`src/rtl/fb_sram_sched.sv`:
```
// Frame-buffer SRAM port scheduler: arbitrates display reads against renderer writes and
// owns the front/back buffer select that swaps on vsync after a completed frame.
module fb_sram_sched #(
  parameter int unsigned ADDR_W       = 19,
  parameter int unsigned RD_CYCLES    = 2,
  parameter int unsigned WR_CYCLES    = 3,
  parameter int unsigned RD_BURST_MAX = 8
) (
  input  logic              clk,
  input  logic              reset_n,
  input  logic              rd_req,
  input  logic [ADDR_W-1:0] rd_addr,
  output logic              rd_ack,
  output logic              rd_valid,
  output logic [31:0]       rd_data,
  input  logic              wr_req,
  input  logic [ADDR_W-1:0] wr_addr,
  input  logic [31:0]       wr_data,
  output logic              wr_ack,
  input  logic              frame_done,
  input  logic              vsync_start,
  output logic              swap_pending,
  output logic              swap_done,
  output logic              front_sel,
  output logic [ADDR_W:0]   ram_addr,
  output logic [31:0]       ram_dout,
  output logic              ram_dout_oe,
  input  logic [31:0]       ram_din,
  output logic              ram_ce_n,
  output logic              ram_oe_n,
  output logic              ram_we_n,
  output logic [3:0]        ram_be_n
);

  localparam int unsigned StreakW = $clog2(RD_BURST_MAX + 1);

  typedef enum logic [1:0] {StIdle, StRead, StWrite} state_e;

  state_e              state_q, state_d;
  logic [7:0]          cnt_q, cnt_d;
  logic [StreakW-1:0]  streak_q, streak_d;
  logic [ADDR_W:0]     addr_q, addr_d;
  logic [31:0]         dout_q, dout_d;
  logic                ce_n_q, ce_n_d, oe_n_q, oe_n_d, we_n_q, we_n_d;
  logic                dout_oe_q, dout_oe_d;
  logic                rd_ack_q, rd_ack_d, wr_ack_q, wr_ack_d;
  logic                rd_valid_q, rd_valid_d;
  logic [31:0]         rd_data_q, rd_data_d;
  logic                front_q, front_d, pending_q, pending_d, swap_done_q, swap_done_d;
  logic                wr_elig, rd_win;

  always_comb begin
    state_d     = state_q;
    cnt_d       = cnt_q;
    streak_d    = streak_q;
    addr_d      = addr_q;
    dout_d      = dout_q;
    ce_n_d      = ce_n_q;
    oe_n_d      = oe_n_q;
    we_n_d      = we_n_q;
    dout_oe_d   = dout_oe_q;
    rd_ack_d    = 1'b0;
    wr_ack_d    = 1'b0;
    rd_valid_d  = 1'b0;
    rd_data_d   = rd_data_q;
    front_d     = front_q;
    pending_d   = pending_q;
    swap_done_d = 1'b0;
    // A pending swap freezes the back buffer so the finished frame survives until vsync.
    wr_elig     = wr_req & ~pending_q;
    rd_win      = rd_req & ~(wr_elig & (streak_q == StreakW'(RD_BURST_MAX)));

    unique case (state_q)
      StIdle: begin
        if (rd_win) begin
          state_d  = StRead;
          cnt_d    = 8'd0;
          addr_d   = {front_q, rd_addr};
          ce_n_d   = 1'b0;
          oe_n_d   = 1'b0;
          rd_ack_d = 1'b1;
          streak_d = wr_elig ? streak_q + StreakW'(1) : '0;
        end else if (wr_elig) begin
          state_d   = StWrite;
          cnt_d     = 8'd0;
          addr_d    = {~front_q, wr_addr};
          dout_d    = wr_data;
          ce_n_d    = 1'b0;
          oe_n_d    = 1'b1;
          we_n_d    = 1'b1;
          dout_oe_d = 1'b1;
          wr_ack_d  = 1'b1;
          streak_d  = '0;
        end else begin
          streak_d = '0;
        end
      end
      StRead: begin
        if (cnt_q == 8'(RD_CYCLES - 1)) begin
          state_d    = StIdle;
          ce_n_d     = 1'b1;
          oe_n_d     = 1'b1;
          rd_data_d  = ram_din;
          rd_valid_d = 1'b1;
        end else begin
          cnt_d = cnt_q + 8'd1;
        end
      end
      StWrite: begin
        if (cnt_q == 8'(WR_CYCLES - 1)) begin
          state_d   = StIdle;
          ce_n_d    = 1'b1;
          oe_n_d    = 1'b1;
          we_n_d    = 1'b1;
          dout_oe_d = 1'b0;
        end else begin
          cnt_d  = cnt_q + 8'd1;
          // First and last write cycles keep we_n high for address/data setup and hold.
          we_n_d = (cnt_d == 8'(WR_CYCLES - 1));
        end
      end
      default: state_d = StIdle;
    endcase

    if (pending_q) begin
      if (vsync_start) begin
        front_d     = ~front_q;
        pending_d   = 1'b0;
        swap_done_d = 1'b1;
      end
    end else if (frame_done) begin
      pending_d = 1'b1;
    end
  end

  always_ff @(posedge clk or negedge reset_n) begin
    if (!reset_n) begin
      state_q     <= StIdle;
      cnt_q       <= 8'd0;
      streak_q    <= '0;
      addr_q      <= '0;
      dout_q      <= 32'd0;
      ce_n_q      <= 1'b1;
      oe_n_q      <= 1'b1;
      we_n_q      <= 1'b1;
      dout_oe_q   <= 1'b0;
      rd_ack_q    <= 1'b0;
      wr_ack_q    <= 1'b0;
      rd_valid_q  <= 1'b0;
      rd_data_q   <= 32'd0;
      front_q     <= 1'b0;
      pending_q   <= 1'b0;
      swap_done_q <= 1'b0;
    end else begin
      state_q     <= state_d;
      cnt_q       <= cnt_d;
      streak_q    <= streak_d;
      addr_q      <= addr_d;
      dout_q      <= dout_d;
      ce_n_q      <= ce_n_d;
      oe_n_q      <= oe_n_d;
      we_n_q      <= we_n_d;
      dout_oe_q   <= dout_oe_d;
      rd_ack_q    <= rd_ack_d;
      wr_ack_q    <= wr_ack_d;
      rd_valid_q  <= rd_valid_d;
      rd_data_q   <= rd_data_d;
      front_q     <= front_d;
      pending_q   <= pending_d;
      swap_done_q <= swap_done_d;
    end
  end

  assign rd_ack       = rd_ack_q;
  assign wr_ack       = wr_ack_q;
  assign rd_valid     = rd_valid_q;
  assign rd_data      = rd_data_q;
  assign swap_pending = pending_q;
  assign swap_done    = swap_done_q;
  assign front_sel    = front_q;
  assign ram_addr     = addr_q;
  assign ram_dout     = dout_q;
  assign ram_dout_oe  = dout_oe_q;
  assign ram_ce_n     = ce_n_q;
  assign ram_oe_n     = oe_n_q;
  assign ram_we_n     = we_n_q;
  assign ram_be_n     = 4'b0000;

endmodule

```
`config.mk`:
```
export PLATFORM = sky130hd
export DESIGN_NAME = fb_sram_sched
export DESIGN_NICKNAME = d
export VERILOG_FILES = /design/src/rtl/fb_sram_sched.sv
export SDC_FILE = /design/constraint.sdc
export NUM_CORES = 1
export LEC_CHECK = 0
export BUFFER_PORTS_ARGS = -buffer_cell sky130_fd_sc_hd__buf_4
export CORE_MARGIN = 3
export CORE_UTILIZATION = 48
export DETAILED_ROUTE_END_ITERATION = 16
export MAX_ROUTING_LAYER = met4
export PLACE_DENSITY = 0.9
export SLEW_MARGIN = 25
export SYNTH_ARGS = -nofsm -noshare
export SYNTH_HDL_FRONTEND = slang
export SYNTH_SLANG_ARGS = --single-unit
export TNS_END_PERCENT = 10
```
`constraint.sdc`:
```
create_clock -name clk -period 2.5 [get_ports clk]
set_clock_uncertainty 0.2 [all_clocks]
set_input_delay 0.25 -clock clk [delete_from_list [all_inputs] [get_ports clk]]
set_output_delay 0.25 -clock clk [all_outputs]
set_load 0.01 [all_outputs]
```
==> results of run 1 <==
[worst min-delay path: stages]
cell and delay (ns):
buf_4 0.15, a211oi_4 0.08, buf_12 0.17
[path summary, 6_finish.rpt]
path,to,slack (ns),depth (start not counted)
setup / recovery,ram_addr[14],0.15,8
hold / removal,wr_ack,0.15,3
setup reg to reg,ram_addr[14],0.15,8
hold reg to reg,ram_oe_n,0.28,2
max in group asynchronous,ram_ce_n,1.10,3
min in group asynchronous,ram_dout[4],0.27,2
[cell usage after synthesis, types with 2 or more instances]
cell,n,area [µm²]
nand2b_1,4,25.0
buf_4,9,67.6
mux2_2,10,113
o21ai_0,6,30.0
nand2_1,30,113
mux2_4,20,300
ha_1,10,125
a211oi_1,2,15.0
a31oi_1,2,12.5
and3_1,3,18.8
dfstp_2,3,78.8
a21oi_1,3,15.0
xor2_1,2,17.5
o21ai_1,21,105
nand3_1,9,45.0
nor2_1,8,30.0
mux2_1,36,405
o31ai_1,3,22.5
mux2i_1,22,220
o211ai_1,5,37.5
a22oi_1,2,15.0
clkbuf_1,7,26.3
buf_6,4,45.0
dfrtp_1,105,2630
a22o_1,2,17.5
inv_1,15,56.3
nand3b_1,5,37.5
and2_1,3,18.8
[area by class of cell]
class                   count  area share
diodes                      2    0.000643
well taps                 133      0.0214
clock inverters             7     0.00771
flip-flops and latches    108       0.348
clock buffers               9      0.0159
repair buffers            317       0.343
inverters                  15     0.00723
multi-input cells         237       0.257
[routing by layer]
layer,GRT usage,part of all wire
met1,0.324,0.37
met2,0.509,0.53
met3,0.0626,0.062
met4,0.121,0.037
met5,-,0
[per-stage QoR]
stage	setup slack, ns	area [µm²]	power [W]	hold slack [ns]	instances
global route	0.00754	7780	0.00817	0.156	828
floorplan	0.431	4900	0.00470	-0.246	381
detailed placement	0.340	6540	0.00644	0.142	704
finish	0.152	7780	0.00775	0.150	828
CTS	0.0343	7770	0.00758	0.133	825
global placement	0.418	6540	0.00627	0.128	704
[where the power goes]
part | internal, W | switching (W)
clock | 0.000378 | 0.000638
sequential | 0.00253 | 0.000550
combinational | 0.00195 | 0.00170
[sequential cells by signal (all words and copies together), names as in the netlist]
| signal | flops |
|---|---|
| ram_addr | 20 |
| ram_dout | 32 |
| streak_q | 4 |
| rd_valid | 1 |
| wr_ack | 1 |
| front_sel | 1 |
| ram_oe_n | 1 |
| swap_pending | 1 |
| cnt_q | 8 |
| rd_data | 32 |
| ram_we_n | 1 |
| ram_ce_n | 1 |
| state_q | 2 |
| ram_dout_oe | 1 |
| swap_done | 1 |
| rd_ack | 1 |
[logic make-up after synthesis]
family / after synthesis
DFF: 108
muxes: 88
and+or+nand+nor: 74
AOI/OAI and AO/OA: 58
buffers and inverters: 36
adders and majority gates: 10
xor gates and xnor gates: 3
other: 1
[timing repair]
item                                    in CTS  in global routing
endpoints found under the setup margin       0                  1
hold buffers                               105                  0
endpoints found under the hold margin      137                  0
setup buffers                                0                  1
==> metrics.yaml, run 1 <==
setup_path:
  start_kind: "register"
  path_class: "register to register"
  cp.required_ns: 2.56
  cp_cell_sequence: "inv_1 > ha_1 > nand3b_1 > o21ai_2 > buf_4 > mux2i_1 > dlygate4sd3_1 > o21ai_1"
  path_max_fanout: 9
  critPathTopFamily: "buffers and inverters"
  worstSetupStartpoint: "streak_q[0]"
  end_kind: "register"
  cp.arrival_ns: 2.41
  regToRegStartpoint: "streak_q[0]"
  max_stage_delay_ns: 0.57
  slowest_stage: "dlygate4sd3_1"
  critPathBufInv: 3
route:
  wl_per_cell_um: 19.1
  first_pass_iters: 4
  num_vias: 4250
  drc: 0
  ant_nets: 0
  wl_um: 15900
  drt_iter0_markers: 177
  vias_per_cell: 5.13
layout:
  final_common_cell: "buf_4"
  multi_input_area_um2: 2000
  drive_gt1_frac: 0.390
  fillers: 571
  fin_util: 0.793
  final-seq-area_um2: 2710
  area_delta_synth_final_pct: 59.2
  final_cell_mix: "buf_4 (210), dfrtp_1 (105), dlygate4sd3_1 (105), mux2_1 (36), nand2_1 (30)"
  final_net_count: 806
yosys:
  synth-seq-area-share: 0.553
  synth_top_family_by_area: "multiplexers"
  synthCells: 378
  ys_ff_latch: 108
  synth_cell_types: 55
  syn_avg_cell_area_um2: 12.9
  synth_compound_area_frac: 0.0798
  synth_edf_count: 0
  synth-xor-area-share: 0.00537
  syn_area_um2: 4890
  synth_fa_ha_area_frac: 0.0256
  synth_ff_type: "dfrtp_1"
  async_flop_share: 1.00
  synth.area.mux_share: 0.212
  synthSimpleGateAreaFrac: 0.0819
  yosysWarnings: 0
worst_hold_path:
  hp-class: "input pin to register"
  min-delay-start: "rd_req"
cts:
  clkTransAtPathRegs_ns: 0.10
  insertion_delay_ns: 0.37
  cts.repair.resized: 0
  clockBufferDepth: 2
  cts_buffers: 9
  cts-root-buf: "clkbuf_8"
  cts.sinks: 108
  cts_tree: "yes"
  h-tree-depth: 3
power_and_ir_drop:
  p_leak_nw: 3.79
  p_per_area_nw_per_um2: 996
  ir_drop_mv: 0.585
place:
  portBuffers: 201
  place_congestion: 0.856
  dpl.hpwl_um: 9060
floorplan:
  initial_utilization: 0.498
  dieHeight_um: 107
  die_x_um: 107
  io_pins: 206
  die-area_um2: 11400
  core_area_um2: 9820
  num_rows: 36
global_route:
  grt_pass1_wl_um: 24800
  grt_max_degree: 55
  antenna_found_initial: 2
  grt_overflow: 0
  grt_pass1_vias: 4619
  grt_usage: 0.291
sta:
  max_freq_ghz: 0.426
  drv_slew: 0
  tns_ns: 0
  finalCriticalPeriod_ns: 2.35
  timing.slew.headroom: 0.533
  worst-slew-pin-transition_ns: 0.701
  setup_viol: 0
  post-route-period-util: 0.939
  grt_setup_unrepaired: "no"
  finalHoldViolCount: 0
run_status:
  status: "completed"
run:
  drv_cap: 0
Note: power is estimated with default switching activity, not from simulation.
==> inputs of run 2 (changes only) <==
--- a/config.mk
+++ b/config.mk
@@ -8,3 +8,2 @@
 export BUFFER_PORTS_ARGS = -buffer_cell sky130_fd_sc_hd__buf_4
-export CORE_MARGIN = 3
 export CORE_UTILIZATION = 48
@@ -13,2 +12,3 @@
 export PLACE_DENSITY = 0.9
+export SKIP_LAST_GASP = 1
 export SLEW_MARGIN = 25
--- a/constraint.sdc
+++ b/constraint.sdc
@@ -4,2 +4,2 @@
 set_output_delay 0.25 -clock clk [all_outputs]
-set_load 0.01 [all_outputs]
+set_load 0.1 [all_outputs]
==> metrics.yaml, run 2 (synthesis results as in run 1) <==
place:
  dpl_worst_slack_ns: 0.343
  portBuffers: 201
  place_congestion: 0.852
  dpl.hpwl_um: 8720
setup_path:
  cp.required_ns: 2.53
  path_class: "register to register"
  r2r_slack_ns: 0.25
  end_kind: "register"
  regToRegStartpoint: "streak_q[1]"
  r2r_cells: 6
  max_stage_delay_ns: 0.43
  r2r_end: "ram_dout[26]"
  cp_cell_sequence: "inv_1 > ha_1 > nand3b_1 > a211oi_4 > buf_12 > mux2_1"
  cp.arrival_ns: 2.28
  start_kind: "register"
  slowest_stage: "dfrtp_1"
  path_max_fanout: 34
floorplan:
  num_rows: 36
  die-area_um2: 10600
  initial_utilization: 0.498
  die_x_um: 103
  io_pins: 206
  dieHeight_um: 103
  core_area_um2: 9820
layout:
  final_net_count: 801
  fin_util: 0.789
  drive_gt1_frac: 0.388
  final_cell_mix: "buf_4 (208), dfrtp_1 (105), dlygate4sd3_1 (102), mux2_1 (36), nand2_1 (30)"
  area_delta_synth_final_pct: 58.3
  final_common_cell: "buf_4"
global_route:
  grt_max_degree: 54
  grt_pass1_wl_um: 23600
  grt_overflow: 0
  grt_usage: 0.309
  grt_pass1_vias: 4675
  antenna_found_initial: 0
route:
  drc: 0
  first_pass_iters: 4
  drt_iter0_markers: 111
  wl_um: 15600
  ant_nets: 0
  wl_per_cell_um: 19.0
  vias_per_cell: 5.24
  num_vias: 4309
sta:
  hold_ws_ns: -0.0142
  setup_viol: 0
  drv_slew: 0
  tns_ns: 0
  finalCriticalPeriod_ns: 2.25
  worst-slew-pin-transition_ns: 0.567
  timing.slew.headroom: 0.622
  max_freq_ghz: 0.444
  post-route-period-util: 0.900
  finalWorstSetupSlack_ns: 0.249
  grt_setup_unrepaired: "no"
  finalHoldViolCount: 1
cts:
  h-tree-depth: 3
  clockBufferDepth: 2
  cts.sinks: 108
  cts-root-buf: "clkbuf_8"
  insertion_delay_ns: 0.36
  cts_tree: "yes"
  cts.repair.resized: 0
  post-cts-setup-buffer-count: 0
  clkTransAtPathRegs_ns: 0.11
  cts_buffers: 9
run_status:
  status: "finished with violations"
  violations: "negative hold slack"
worst_hold_path:
  hp-class: "input pin to register"
  hold_depth: 3
  holdPathEnd: "ram_addr[5]"
  min-delay-start: "wr_addr[5]"
run:
  drv_cap: 0
run 2: cell count changes in the layout (fill, tap and decap cells not counted):
cell / previous run / this run
clkinv_4: 1 / 0
clkinvlp_4: 3 / 0
inv_6: 2 / 3
clkbuf_8: 9 / 10
inv_8: 1 / 2
buf_4: 210 / 208
clkbuf_1: 0 / 1
dlygate4sd3_1: 105 / 102
diode_2: 2 / 1
run 2: critical path, delay by kind of cell, from the launching register on:
family          cells  cell delay (ns)
simple gates        1             0.25
flops               1             0.43
compound gates      1             0.35
fa+ha+maj           1             0.15
mux                 1             0.39
buf+inv             2             0.33
run 2: final cells by class:
cell class | instances | area (µm²)
well taps | 133 | 166
flip-flops and latches | 108 | 2710
clock buffers | 11 | 141
clock inverters | 5 | 48.8
fillers | 540 | 2080
diodes | 1 | 2.50
multi-input cells | 237 | 2000
repair buffers | 312 | 2620
inverters | 15 | 56.3
run 2: routing by layer:
layer | share of wire | global-route usage | vias up
li1 | - | - | 1936
met1 | 0.36 | 0.319 | 2113
met2 | 0.54 | 0.548 | 198
met3 | 0.056 | 0.0732 | 62
met4 | 0.044 | 0.160 | 0
met5 | 0 | - | -
run 2: how the worst max path moves through the flow:
stage / from / cells past startpoint / endpoint / slack, ns
after global placement: streak_q[0] / 6 / ram_dout[0] / 0.42
after detailed placement: streak_q[0] / 6 / ram_dout[9] / 0.34
after global routing: cnt_q[0] / 6 / cnt_q[6] / 0.16
after CTS: streak_q[0] / 6 / ram_dout[8] / 0.32
after floorplan: swap_pending / 5 / cnt_q[6] / 0.11
final: streak_q[1] / 6 / ram_dout[26] / 0.25
run 2: stage by stage:
step / area [µm²] / instances
6_report: 7740 / 822
3_3_place_gp: 6530 / 703
2_1_floorplan: 4900 / 381
3_5_place_dp: 6530 / 703
4_1_cts: 7740 / 821
5_1_grt: 7740 / 821
run 2: what timing repair did:
| action | in CTS | in global routing |
|---|---|---|
| endpoints found under the hold margin | 122 | 0 |
| setup endpoints to repair | 0 | 0 |
| hold buffers | 102 | 0 |
Power of run 2 is left out: the tool's default activity adds up to more than one toggle a clock period on the data nets, which glitch-free logic cannot reach.
==> inputs of run 3 (changes only) <==
- PLACE_DENSITY: 0.9 -> 0.8
==> metrics.yaml, run 3 (synthesis results as in run 1) <==
run_status:
  status: "completed"
route:
  wl_um: 15100
  wl_per_cell_um: 18.3
  drt_iter0_markers: 152
  num_vias: 4168
  vias_per_cell: 5.05
  first_pass_iters: 4
  ant_nets: 0
  drc: 0
layout:
  diodes: 0
  final_cell_mix: "buf_4 (209), dfrtp_1 (105), dlygate4sd3_1 (105), mux2_1 (36), nand2_1 (30)"
  drive_gt1_frac: 0.389
  layout.cells.non_filler: 825
  final_common_cell: "buf_4"
  area_delta_synth_final_pct: 59.7
  final_net_count: 805
sta:
  worst-slew-pin-transition_ns: 0.706
  finalHoldViolCount: 0
  timing.slew.headroom: 0.529
  grt_setup_unrepaired: "no"
  drv_slew: 0
  setup_viol: 0
  max_freq_ghz: 0.455
  post-route-period-util: 0.879
  tns_ns: 0
  finalCriticalPeriod_ns: 2.20
setup_path:
  regToRegStartpoint: "cnt_q[0]"
  path_max_fanout: 8
  cp.required_ns: 2.57
  start_kind: "register"
  cp.arrival_ns: 2.27
  end_kind: "register"
  worstSetupStartpoint: "cnt_q[0]"
  path_class: "register to register"
place:
  dpl.hpwl_um: 8630
  dp.cells: 704
  place_congestion: 0.869
  portBuffers: 201
cts:
  h-tree-depth: 3
  clockBufferDepth: 2
  cts.sinks: 108
  cts_buffers: 9
  post-cts-setup-buffer-count: 0
  cts_tree: "yes"
  cts-root-buf: "clkbuf_8"
  clkTransAtPathRegs_ns: 0.11
  cts.repair.resized: 0
  cts_hold_buffers: 105
  insertion_delay_ns: 0.37
global_route:
  grt_max_degree: 47
  grt_pass1_wl_um: 22500
  grt_usage: 0.296
  antenna_found_initial: 0
  grt_overflow: 0
  grt_pass1_vias: 4384
floorplan:
  die-area_um2: 10600
  dieHeight_um: 103
  io_pins: 206
  core_area_um2: 9820
  num_rows: 36
  die_x_um: 103
  initial_utilization: 0.498
worst_hold_path:
  min-delay-start: "rd_req"
  hp-class: "input pin to register"
run:
  drv_cap: 0
==> run 3: changes by cell type in the layout (fill, tap and decap cells not counted) <==
cell | before | now
dlygate4sd3_1 | 102 | 105
bufinv_16 | 0 | 2
clkinv_4 | 0 | 2
inv_6 | 3 | 1
inv_8 | 2 | 0
buf_4 | 208 | 209
clkbuf_1 | 1 | 0
clkbuf_8 | 10 | 9
clkinv_2 | 0 | 1
clkinvlp_4 | 0 | 1
diode_2 | 1 | 0
==> run 3: per-stage QoR <==
step	area [µm²]	util	setup WS (ns)	hold WS, ns
detailed placement	6540	0.666	0.354	0.0501
finish	7810	0.795	0.302	0.154
CTS	7810	0.795	0.313	0.136
global route	7810	0.795	0.165	0.151
global placement	6540	0.666	0.414	0.0422
floorplan	4900	-	0.111	-0.246
==> run 3: critical path, stage by stage, from the launching register on <==
cell,delay [ns]
dfrtp_1,0.48
inv_1,0.09
ha_1,0.25
a22o_1,0.21
and3_1,0.21
or2_1,0.34
o311ai_1,0.32
==> run 3: path summary, 6_finish.rpt <==
path,to,slack (ns),cells after the start
max in group asynchronous,ram_dout[17],1.16,3
worst min register to register,ram_oe_n,0.28,2
worst min-delay path,wr_ack,0.15,3
worst max-delay path,cnt_q[6],0.30,6
worst max register to register,cnt_q[6],0.30,6
min in group asynchronous,rd_data[14],0.18,2
==> run 3: area by class of cell <==
type	instances	area [µm²]
inverters	15	56.3
multi-input cells	237	2000
flip-flops and latches	108	2710
clock inverters	7	98.8
fillers	566	2010
well taps	133	166
repair buffers	316	2660
clock buffers	9	124
==> run 3: per-layer routing <==
metal | part of all wire | routed length (µm) | vias up | GRT usage
li1 | - | - | 1938 | -
met1 | 0.40 | 6060 | 2027 | 0.333
met2 | 0.51 | 7730 | 165 | 0.517
met3 | 0.057 | 866 | 38 | 0.0549
met4 | 0.028 | 418 | 0 | 0.127
met5 | 0 | 0 | - | -
Power of run 3 is left out for the same reason.
